===== src/rtl/sbox_masked_driver_if.sv =====
// Handshake bundle between the masked S-box sequencer (master) and one
// 4-share Skinny-64 S-box instance (slave).
interface sbox_masked_driver_if;
  localparam int unsigned NIB_W = 4;
  localparam int unsigned RND_W = 102;

  logic [NIB_W-1:0] SI_s0, SI_s1, SI_s2, SI_s3;
  logic             sbox_rst;
  logic [RND_W-1:0] Fresh;
  logic             Synch;
  logic [NIB_W-1:0] SO_s0, SO_s1, SO_s2, SO_s3;

  modport master (
    output SI_s0, SI_s1, SI_s2, SI_s3, sbox_rst, Fresh,
    input  Synch, SO_s0, SO_s1, SO_s2, SO_s3
  );

  modport slave (
    input  SI_s0, SI_s1, SI_s2, SI_s3, sbox_rst, Fresh,
    output Synch, SO_s0, SO_s1, SO_s2, SO_s3
  );
endinterface


===== src/rtl/sbox_masked_driver.sv =====
// Walks a 4-share state through one masked S-box a nibble at a time, restarting
// the S-box per nibble and capturing its output shares on Synch.
module sbox_masked_driver #(
  parameter int unsigned NIBBLES = 16,
  parameter int unsigned LATENCY = 13,
  parameter int unsigned TIMEOUT = LATENCY + 2
) (
  input  logic                   clk,
  input  logic                   rst,
  input  logic                   start,
  input  logic [4*NIBBLES-1:0]   in_s0,
  input  logic [4*NIBBLES-1:0]   in_s1,
  input  logic [4*NIBBLES-1:0]   in_s2,
  input  logic [4*NIBBLES-1:0]   in_s3,
  input  logic [101:0]           rnd_in,
  output logic                   busy,
  output logic                   done,
  output logic                   err,
  output logic [4*NIBBLES-1:0]   out_s0,
  output logic [4*NIBBLES-1:0]   out_s1,
  output logic [4*NIBBLES-1:0]   out_s2,
  output logic [4*NIBBLES-1:0]   out_s3,
  sbox_masked_driver_if.master   sb
);
  localparam int unsigned SHARES  = 4;
  localparam int unsigned NIB_W   = 4;
  localparam int unsigned STATE_W = NIB_W * NIBBLES;
  localparam int unsigned IDX_W   = (NIBBLES > 1) ? $clog2(NIBBLES) : 1;
  localparam int unsigned CNT_W   = $clog2(((TIMEOUT > LATENCY) ? TIMEOUT : LATENCY) + 1);

  typedef enum logic [1:0] {IDLE, LOAD, WAIT, DONE} state_e;

  state_e                         state_q, state_d;
  logic [IDX_W-1:0]               idx_q, idx_d;
  logic [CNT_W-1:0]               wcnt_q, wcnt_d;
  logic                           err_q, err_d;
  logic                           busy_q, busy_d;
  logic                           done_q, done_d;
  logic                           sbox_rst_q, sbox_rst_d;
  logic [SHARES-1:0][STATE_W-1:0] shr_q, shr_d;
  logic [SHARES-1:0][STATE_W-1:0] out_q, out_d;
  logic [SHARES-1:0][NIB_W-1:0]   si_q, si_d;
  logic [SHARES-1:0][STATE_W-1:0] in_sh;
  logic [SHARES-1:0][NIB_W-1:0]   so_sh;

  assign in_sh = {in_s3, in_s2, in_s1, in_s0};
  assign so_sh = {sb.SO_s3, sb.SO_s2, sb.SO_s1, sb.SO_s0};

  // Next state, share latches and registered-output next values
  always_comb begin
    state_d    = state_q;
    idx_d      = idx_q;
    wcnt_d     = wcnt_q;
    err_d      = err_q;
    shr_d      = shr_q;
    out_d      = out_q;
    busy_d     = 1'b0;
    done_d     = 1'b0;
    sbox_rst_d = 1'b0;
    si_d       = '0;

    case (state_q)
      IDLE: begin
        if (start) begin
          shr_d   = in_sh;
          idx_d   = '0;
          err_d   = 1'b0;
          state_d = LOAD;
        end
      end
      LOAD: begin
        wcnt_d  = '0;
        state_d = WAIT;
      end
      WAIT: begin
        wcnt_d = CNT_W'(wcnt_q + 1'b1);
        if (sb.Synch) begin
          for (int unsigned k = 0; k < SHARES; k++) begin
            out_d[k][{idx_q, 2'b00} +: NIB_W] = so_sh[k];
          end
          if (idx_q == IDX_W'(NIBBLES - 1)) begin
            state_d = DONE;
          end else begin
            idx_d   = IDX_W'(idx_q + 1'b1);
            state_d = LOAD;
          end
        end else if (wcnt_q == CNT_W'(TIMEOUT - 1)) begin
          err_d   = 1'b1;
          state_d = DONE;
        end
      end
      DONE: begin
        state_d = IDLE;
      end
      default: begin
        state_d = IDLE;
      end
    endcase

    // Outputs follow the state being entered so they line up with it
    busy_d     = (state_d != IDLE);
    done_d     = (state_d == DONE);
    sbox_rst_d = (state_d == IDLE) || (state_d == LOAD);
    if (state_d == LOAD) begin
      for (int unsigned k = 0; k < SHARES; k++) begin
        si_d[k] = shr_d[k][{idx_d, 2'b00} +: NIB_W];
      end
    end else if (state_d == WAIT) begin
      si_d = si_q;
    end
  end

  always_ff @(posedge clk) begin
    if (rst) begin
      state_q    <= IDLE;
      idx_q      <= '0;
      wcnt_q     <= '0;
      err_q      <= 1'b0;
      busy_q     <= 1'b0;
      done_q     <= 1'b0;
      sbox_rst_q <= 1'b1;
      shr_q      <= '0;
      out_q      <= '0;
      si_q       <= '0;
    end else begin
      state_q    <= state_d;
      idx_q      <= idx_d;
      wcnt_q     <= wcnt_d;
      err_q      <= err_d;
      busy_q     <= busy_d;
      done_q     <= done_d;
      sbox_rst_q <= sbox_rst_d;
      shr_q      <= shr_d;
      out_q      <= out_d;
      si_q       <= si_d;
    end
  end

  assign busy        = busy_q;
  assign done        = done_q;
  assign err         = err_q;
  assign out_s0      = out_q[0];
  assign out_s1      = out_q[1];
  assign out_s2      = out_q[2];
  assign out_s3      = out_q[3];
  assign sb.SI_s0    = si_q[0];
  assign sb.SI_s1    = si_q[1];
  assign sb.SI_s2    = si_q[2];
  assign sb.SI_s3    = si_q[3];
  assign sb.sbox_rst = sbox_rst_q;
  // Randomness is consumed by the S-box in the same cycle it arrives
  assign sb.Fresh    = rnd_in;

endmodule


===== src/flat_wrapper.sv =====
// flat-port wrapper written by rule: the top's interface ports become plain ports
module sbox_masked_driver_flat 
#(
  parameter int unsigned NIBBLES = 16,
  parameter int unsigned LATENCY = 13,
  parameter int unsigned TIMEOUT = LATENCY + 2
)
  (clk, rst, start, in_s0, in_s1, in_s2, in_s3, rnd_in, busy, done, err, out_s0, out_s1, out_s2, out_s3, sb_SI_s0, sb_SI_s1, sb_SI_s2, sb_SI_s3, sb_sbox_rst, sb_Fresh, sb_Synch, sb_SO_s0, sb_SO_s1, sb_SO_s2, sb_SO_s3);
  sbox_masked_driver_if sb_i ();
  input  logic clk;
  input  logic rst;
  input  logic start;
  input  logic [4*NIBBLES-1:0] in_s0;
  input  logic [4*NIBBLES-1:0] in_s1;
  input  logic [4*NIBBLES-1:0] in_s2;
  input  logic [4*NIBBLES-1:0] in_s3;
  input  logic [101:0] rnd_in;
  output logic busy;
  output logic done;
  output logic err;
  output logic [4*NIBBLES-1:0] out_s0;
  output logic [4*NIBBLES-1:0] out_s1;
  output logic [4*NIBBLES-1:0] out_s2;
  output logic [4*NIBBLES-1:0] out_s3;
  output wire logic [$bits(sb_i.SI_s0)-1:0] sb_SI_s0;
  output wire logic [$bits(sb_i.SI_s1)-1:0] sb_SI_s1;
  output wire logic [$bits(sb_i.SI_s2)-1:0] sb_SI_s2;
  output wire logic [$bits(sb_i.SI_s3)-1:0] sb_SI_s3;
  output wire logic [$bits(sb_i.sbox_rst)-1:0] sb_sbox_rst;
  output wire logic [$bits(sb_i.Fresh)-1:0] sb_Fresh;
  input wire logic [$bits(sb_i.Synch)-1:0] sb_Synch;
  input wire logic [$bits(sb_i.SO_s0)-1:0] sb_SO_s0;
  input wire logic [$bits(sb_i.SO_s1)-1:0] sb_SO_s1;
  input wire logic [$bits(sb_i.SO_s2)-1:0] sb_SO_s2;
  input wire logic [$bits(sb_i.SO_s3)-1:0] sb_SO_s3;
  assign sb_SI_s0 = sb_i.SI_s0;
  assign sb_SI_s1 = sb_i.SI_s1;
  assign sb_SI_s2 = sb_i.SI_s2;
  assign sb_SI_s3 = sb_i.SI_s3;
  assign sb_sbox_rst = sb_i.sbox_rst;
  assign sb_Fresh = sb_i.Fresh;
  assign sb_i.Synch = sb_Synch;
  assign sb_i.SO_s0 = sb_SO_s0;
  assign sb_i.SO_s1 = sb_SO_s1;
  assign sb_i.SO_s2 = sb_SO_s2;
  assign sb_i.SO_s3 = sb_SO_s3;
  sbox_masked_driver #(.NIBBLES(NIBBLES), .LATENCY(LATENCY), .TIMEOUT(TIMEOUT)) u_core (.clk(clk), .rst(rst), .start(start), .in_s0(in_s0), .in_s1(in_s1), .in_s2(in_s2), .in_s3(in_s3), .rnd_in(rnd_in), .busy(busy), .done(done), .err(err), .out_s0(out_s0), .out_s1(out_s1), .out_s2(out_s2), .out_s3(out_s3), .sb(sb_i));
endmodule

===== config.mk =====
export PLATFORM = sky130hd
export DESIGN_NAME = sbox_masked_driver_flat
export DESIGN_NICKNAME = d
export VERILOG_FILES = /design/src/rtl/sbox_masked_driver_if.sv /design/src/rtl/sbox_masked_driver.sv /design/src/flat_wrapper.sv
export SDC_FILE = /design/constraint.sdc
export NUM_CORES = 1
export LEC_CHECK = 0
export BUFFER_PORTS_ARGS = -buffer_cell sky130_fd_sc_hd__buf_2
export CAP_MARGIN = 20
export CORE_AREA = 2 2 292 294
export DETAILED_ROUTE_END_ITERATION = 7
export DIE_AREA = 0 0 294 296
export PLACE_DENSITY_LB_ADDON = 0.15
export SLEW_MARGIN = 20
export SYNTH_ARGS = -nofsm -noshare
export SYNTH_HDL_FRONTEND = slang
export SYNTH_SLANG_ARGS = --single-unit

===== constraint.sdc =====
create_clock -name clk -period 3.05 [get_ports clk]
set_clock_uncertainty 0.1 [all_clocks]
set_input_delay 0.1525 -clock clk [delete_from_list [all_inputs] [get_ports clk]]
set_output_delay 0.1525 -clock clk [all_outputs]
set_load 0.05 [all_outputs]

Word level (Yosys, flattened, before mapping)
Cells that the tools add are included.
{ "totals": {"reg_bits": 542, "inputBits": 378, "out_inout_bits": 378, "wordCells": 73} }
{ "op_classes": {"n_addsub": 3, "eq_ne": 12, "n_shift": 9, "muxes": 22, "n_reduce_logical": 8} }
{ "op_table": {"columns": ["operator", "count"], "rows": [
  ["$mux 256", 2],
  ["$bwmux 64", 4],
  ["$shiftx 4x8->64", 4],
  ["$shiftx 64x7->4", 4],
  ["$shift 4x8->64 const A", 1],
  ["$mux 16", 2],
  ["$pmux 4 s2", 2],
  ["$mux 4", 3],
  ["$add 4x1->4 const B", 2],
  ["$eq 2x2->1 const B", 4],
  ["$eq 4x4->1 const B", 2],
  ["$mux 2", 4],
  ["$neg 6->8", 1],
  ["$pmux 2 s4", 1],
  ["$reduce_bool 2->1", 3],
  ["$eq 2x1->1 const B", 2],
  ["$logic_not 2->1", 2],
  ["$ne 2x1->1 const B", 2],
  ["$ne 2x2->1 const B", 2],
  ["$reduce_and 4->1", 1],
  ["$mux 1", 3],
  ["$pmux 1 s2", 1],
  ["$reduce_and 2->1", 1],
  ["$logic_or 1x1->1", 1]
]} }

Logic depth before layout (Yosys ltp)
{ "logic_depth": {"word_depth": 7, "ltp_mapped": 13, "depth_no_buf": 9} }

Worst setup path before layout
OpenSTA, ideal clock, no wires.
{ "synth_timing": {"path_type": "reg2reg", "startpoint": "register u_core.idx_q[1]", "endpoint": "register u_core.si_q, in the netlist u_core.sb.SI_s0[1]", "setup_time_ns": 0.087, "arrival_ns": 2.423, "required_ns": 2.863, "setup_slack_ns": 0.441, "stages_incl_launch_ff": 10, "period_less_slack_ns": 2.609, "cell_sequence": "dfxtp_1 > ha_1 > nand3_2 > and3_1 > o21ai_0 > nand2_1 > buf_2 > mux2i_1 > a211o_1 > a221oi_2"} }
{ "synth_between": {"elab_chain_cells": 6} }
{ "synth_rtl": {"columns": ["element", "line_no", "source"], "rows": [
  ["start, declared", "sbox_masked_driver.sv:34", "logic [IDX_W-1:0] idx_q, idx_d;"],
  ["start signal, assigned", "sbox_masked_driver.sv:127", "idx_q <= idx_d;"],
  ["$add 4x1->4 / $eq 4x4->1 (equally long branches)", "sbox_masked_driver.sv:84, sbox_masked_driver.sv:81", null],
  ["$mux 4 / $mux 2 (equally long branches)", "sbox_masked_driver.sv:81", "if (idx_q == IDX_W'(NIBBLES - 1)) begin"],
  ["$mux 4 / $mux 2 (equally long branches)", "sbox_masked_driver.sv:77", "if (sb.Synch) begin"],
  ["$pmux 4 s2 / $pmux 2 s4 (equally long branches)", "sbox_masked_driver.sv:62", "case (state_q)"],
  ["$shiftx 64x7->4, or another cell as far along", "sbox_masked_driver.sv:106", "si_d[k] = shr_d[k][{idx_d, 2'b00} +: NIB_W];"],
  ["$mux 16 / $ne 2x1->1 (equally long branches)", null, null],
  ["end signal, assigned", "sbox_masked_driver.sv:135", "si_q <= si_d;"],
  ["end, declared", "sbox_masked_driver.sv:42", "logic [SHARES-1:0][NIB_W-1:0] si_q, si_d;"]
]} }
Several ways; a longest one is shown, not always the timed one.
A chain may end at the register's enable or synchronous reset.

Worst setup path after layout
{ "layout_timing": {"startpoint": "register u_core.idx_q[0]", "endpoint": "register u_core.si_q, in the netlist u_core.sb.SI_s1[0]"} }
Same word-level chain as after synthesis.

==> impl_metrics.env <==
export IMPL_crit_slowest_cell="mux2i_1"
export IMPL_worstMarginPinSlew_ns=0.7874
export IMPL_crit_chain="ha_2 -> nand3_2 -> mux2_4 -> nand2_8 -> buf_12 -> mux4_2 -> mux2i_1 -> a211o_1 -> a221oi_2"
export IMPL_fmaxAchievable_ghz=0.3378
export IMPL_clk_latency_ns=0.61
export IMPL_max_cap_violations=0
export IMPL_hpwlAfterDp_um=67250
export IMPL_synth_top_cell_by_area="dfxtp_1"
export IMPL_clk_path_buf_depth=3
export IMPL_syn_num_nets=3152
export IMPL_die_h_um=296
export IMPL_startpoint_type="register"
export IMPL_period_needed_ns=2.960
export IMPL_wl_um=94140
export IMPL_place_gp_congestion=0.8360
export IMPL_start_util_pct=29.00
export IMPL_gr_total_overflow=0
export IMPL_die_area_um2=87020
export IMPL_avgSynthCellArea_um2=8.828
export IMPL_coreArea_um2=84210
export IMPL_dr_total_vias=22740
export IMPL_cp_end_kind="register"
export IMPL_synth_top_area_share_pct=44.44
export IMPL_hold_viol_final=0
export IMPL_ys_flop_type="dfxtp_1"
export IMPL_syn_to_final_growth_pct=36.18
export IMPL_via_per_inst=4.942
export IMPL_multi_input_area_um2=11720
export IMPL_ir_worst_vdd_uv=347.9
export IMPL_cts_setup_buffers=0
export IMPL_worst_ep_required_time_ns=3.42
export IMPL_cts_sinks=542
export IMPL_async_flop_share_pct=0
export IMPL_clk_pin_slew_ns=0.06
export IMPL_cts_tree="yes"
export IMPL_synth_area_top_cells="dfxtp_1 (44%), mux4_2 (10%), nand2_1 (9.7%), a21oi_1 (8.3%), mux2i_1 (5.2%)"
export IMPL_regArea_um2=10850
export IMPL_antenna_found_initial=4
export IMPL_fin_tns_setup_ns=0
export IMPL_status="finished clean"
export IMPL_place_inst=4158
export IMPL_wl_per_cell_um=20.46
export IMPL_htree_levels=3
export IMPL_p_per_area_nw_per_um2=572.4
export IMPL_portBuffers=551
export IMPL_yosysWarnings=0
export IMPL_n_fill_cell=8390
export IMPL_path_delay_family="multiplexers"
export IMPL_drive_above_1_share_pct=26.09
export IMPL_num_io_pins=756
export IMPL_holdWs_ns=0.2050
export IMPL_hold_path_class="in -> out"
export IMPL_synth_cell_type_count=61
export IMPL_cts_root_buffer="clkbuf_16"
export IMPL_synth_seq_area_share_pct=44.44
export IMPL_finalSetupViolCount=0
export IMPL_firstDrtPassIters=6
export IMPL_path_buf_inv=1
export IMPL_slowest_delay_ns=0.47
export IMPL_arrival_ns=3.33
export IMPL_final_cells=4601
export IMPL_leakagePower_nw=14.35
export IMPL_drv_slew=0
export IMPL_slew_headroom_pct=47.51
export IMPL_ys_seq_elements=542
export IMPL_min_period_over_period_pct=97.06
export IMPL_drc=0
export IMPL_worst_path_max_fanout=45
export IMPL_grt_pass1_vias=21900
export IMPL_num_rows=107
export IMPL_synth_edf_count=0
export IMPL_drt_initial_drc_count=1727
export IMPL_grt_max_degree=129
export IMPL_fin_util_pct=39.49
export IMPL_track_usage_pct=20.85
export IMPL_die_x_um=294
export IMPL_antenna_left=0
export IMPL_critPathKind="reg -> reg"
export IMPL_grt_first_pass_wirelength_um=138000
export IMPL_syn_inst=2766
export IMPL_rsz0062_at_grt="no"
export IMPL_nets=3849
export IMPL_syn_area_um2=24420
export IMPL_cts_buffers=68
-- metrics by stage --
stage / power, W / worst slack, ns / instance area [um^2]
after CTS: 0.01926 / 0.07148 / 33240
final: 0.01903 / 0.08974 / 33250
after detailed placement: 0.01062 / 0.07452 / 27730
after global routing: 0.01983 / 0.01377 / 33250
after global placement: 0.01058 / 0.1541 / 27730
after floorplan: 0.009906 / 0.4405 / 24420
-- synth_stat cells (all sizes together), types with 3 or more instances --
cell      n
mux2i   128
a221o    15
a22oi     4
mux2     16
o22ai    15
and2      8
a21oi   405
nand2   629
o21ai     4
inv      12
a32oi    22
nor3     17
dfxtp   542
a221oi   15
mux4    113
nand4    16
a211o    15
nor2    335
or2       3
a21o     16
xnor2     3
buf     186
ha        8
nand3    67
clkbuf  148
-- repair_timing --
action	4_1_cts	5_1_grt
endpoints found under the setup margin	0	8
hold buffers	325	0
hold endpoints to repair	411	0
gates resized for setup	0	2
-- layout make-up --
cell class,instances,area share [%]
diodes,4,0.03010
clock buffers,93,5.731
clock inverters,21,1.031
inverters,12,0.1355
multi-input cells,1878,35.26
flip-flops and latches,542,32.63
well taps,1090,4.101
repair buffers,961,21.08
-- registers in the layout, summed over array words and instances (netlist names) --
register / count
u_core.sb.SI_s2: 4
u_core.sb.SI_s0: 4
u_core.sb.sbox_rst: 1
u_core.sb.SI_s3: 4
u_core.out_s2: 64
u_core.state_q: 2
u_core.err: 1
u_core.idx_q: 4
u_core.out_s3: 64
u_core.sb.SI_s1: 4
u_core.out_s0: 64
u_core.busy: 1
u_core.shr_q: 256
u_core.wcnt_q: 4
u_core.out_s1: 64
u_core.done: 1
-- path summary, 6_finish.rpt --
| path | start | endpoint | slack [ns] | cells past startpoint |
|---|---|---|---|---|
| max | u_core.idx_q[0] | u_core.sb.SI_s1[0] | 0.09 | 9 |
| min | rnd_in[0] | sb_Fresh[0] | 0.21 | 0 |
| max reg2reg | u_core.idx_q[0] | u_core.sb.SI_s1[0] | 0.09 | 9 |
| min reg2reg | u_core.out_s3[1] | u_core.out_s3[1] | 0.35 | 2 |
-- cell usage in the layout (no fill, tap or decap), types with 7 or more instances in the layout --
master / instances
mux2_2: 15
nand3_1: 62
nand2_1: 626
nand4_1: 11
buf_2: 550
clkbuf_8: 11
buf_4: 57
a32oi_1: 22
a221o_1: 15
ha_1: 7
a221oi_2: 14
dfxtp_1: 541
clkbuf_16: 68
inv_1: 12
a211o_1: 15
mux2i_1: 126
a21oi_1: 405
clkbuf_1: 14
o22ai_1: 15
nor3_1: 13
dlygate4sd3_1: 325
a21o_1: 16
clkinv_2: 7
mux4_2: 113
buf_12: 28
nor2_1: 332
-- power by group --
part	leakage, nW	switching, W	internal [W]
combinational	8.84	0.00180	0.00148
sequential	4.41	0.000153	0.00740
clock	1.10	0.00329	0.00491
total	14.3	0.00524	0.0138
-- routing by layer --
metal / routed length (um) / vias up / track usage [%]
li1: - / 10750 / -
met1: 40670 / 10940 / 27.19
met2: 43530 / 843 / 33.47
met3: 5646 / 200 / 4.287
met4: 4295 / 0 / 8.935
met5: 0 / - / 0
-- worst register-to-register path, stage by stage (launching register included) --
cell	delay, ns
dfxtp_2	0.43
ha_2	0.28
nand3_2	0.13
mux2_4	0.38
nand2_8	0.10
buf_12	0.27
mux4_2	0.41
mux2i_1	0.47
a211o_1	0.22
a221oi_2	0.05
-- kinds of logic (layout without fill, tap and decap cells) --
group / Yosys count / after routing / synth area share [%]
AO/OA/AOI/OAI: 522 / 522 / 12.75
XOR/XNOR: 4 / 4 / 0.1435
adder cells (fa/ha/maj): 8 / 8 / 0.4100
buffers and inverters: 346 / 1087 / 7.692
flip-flops: 542 / 542 / 44.44
multiplexers: 257 / 257 / 16.44
other: 0 / 4 / 0
AND/OR/NAND/NOR: 1087 / 1087 / 18.12
Note: power is estimated with default switching activity, not from simulation.
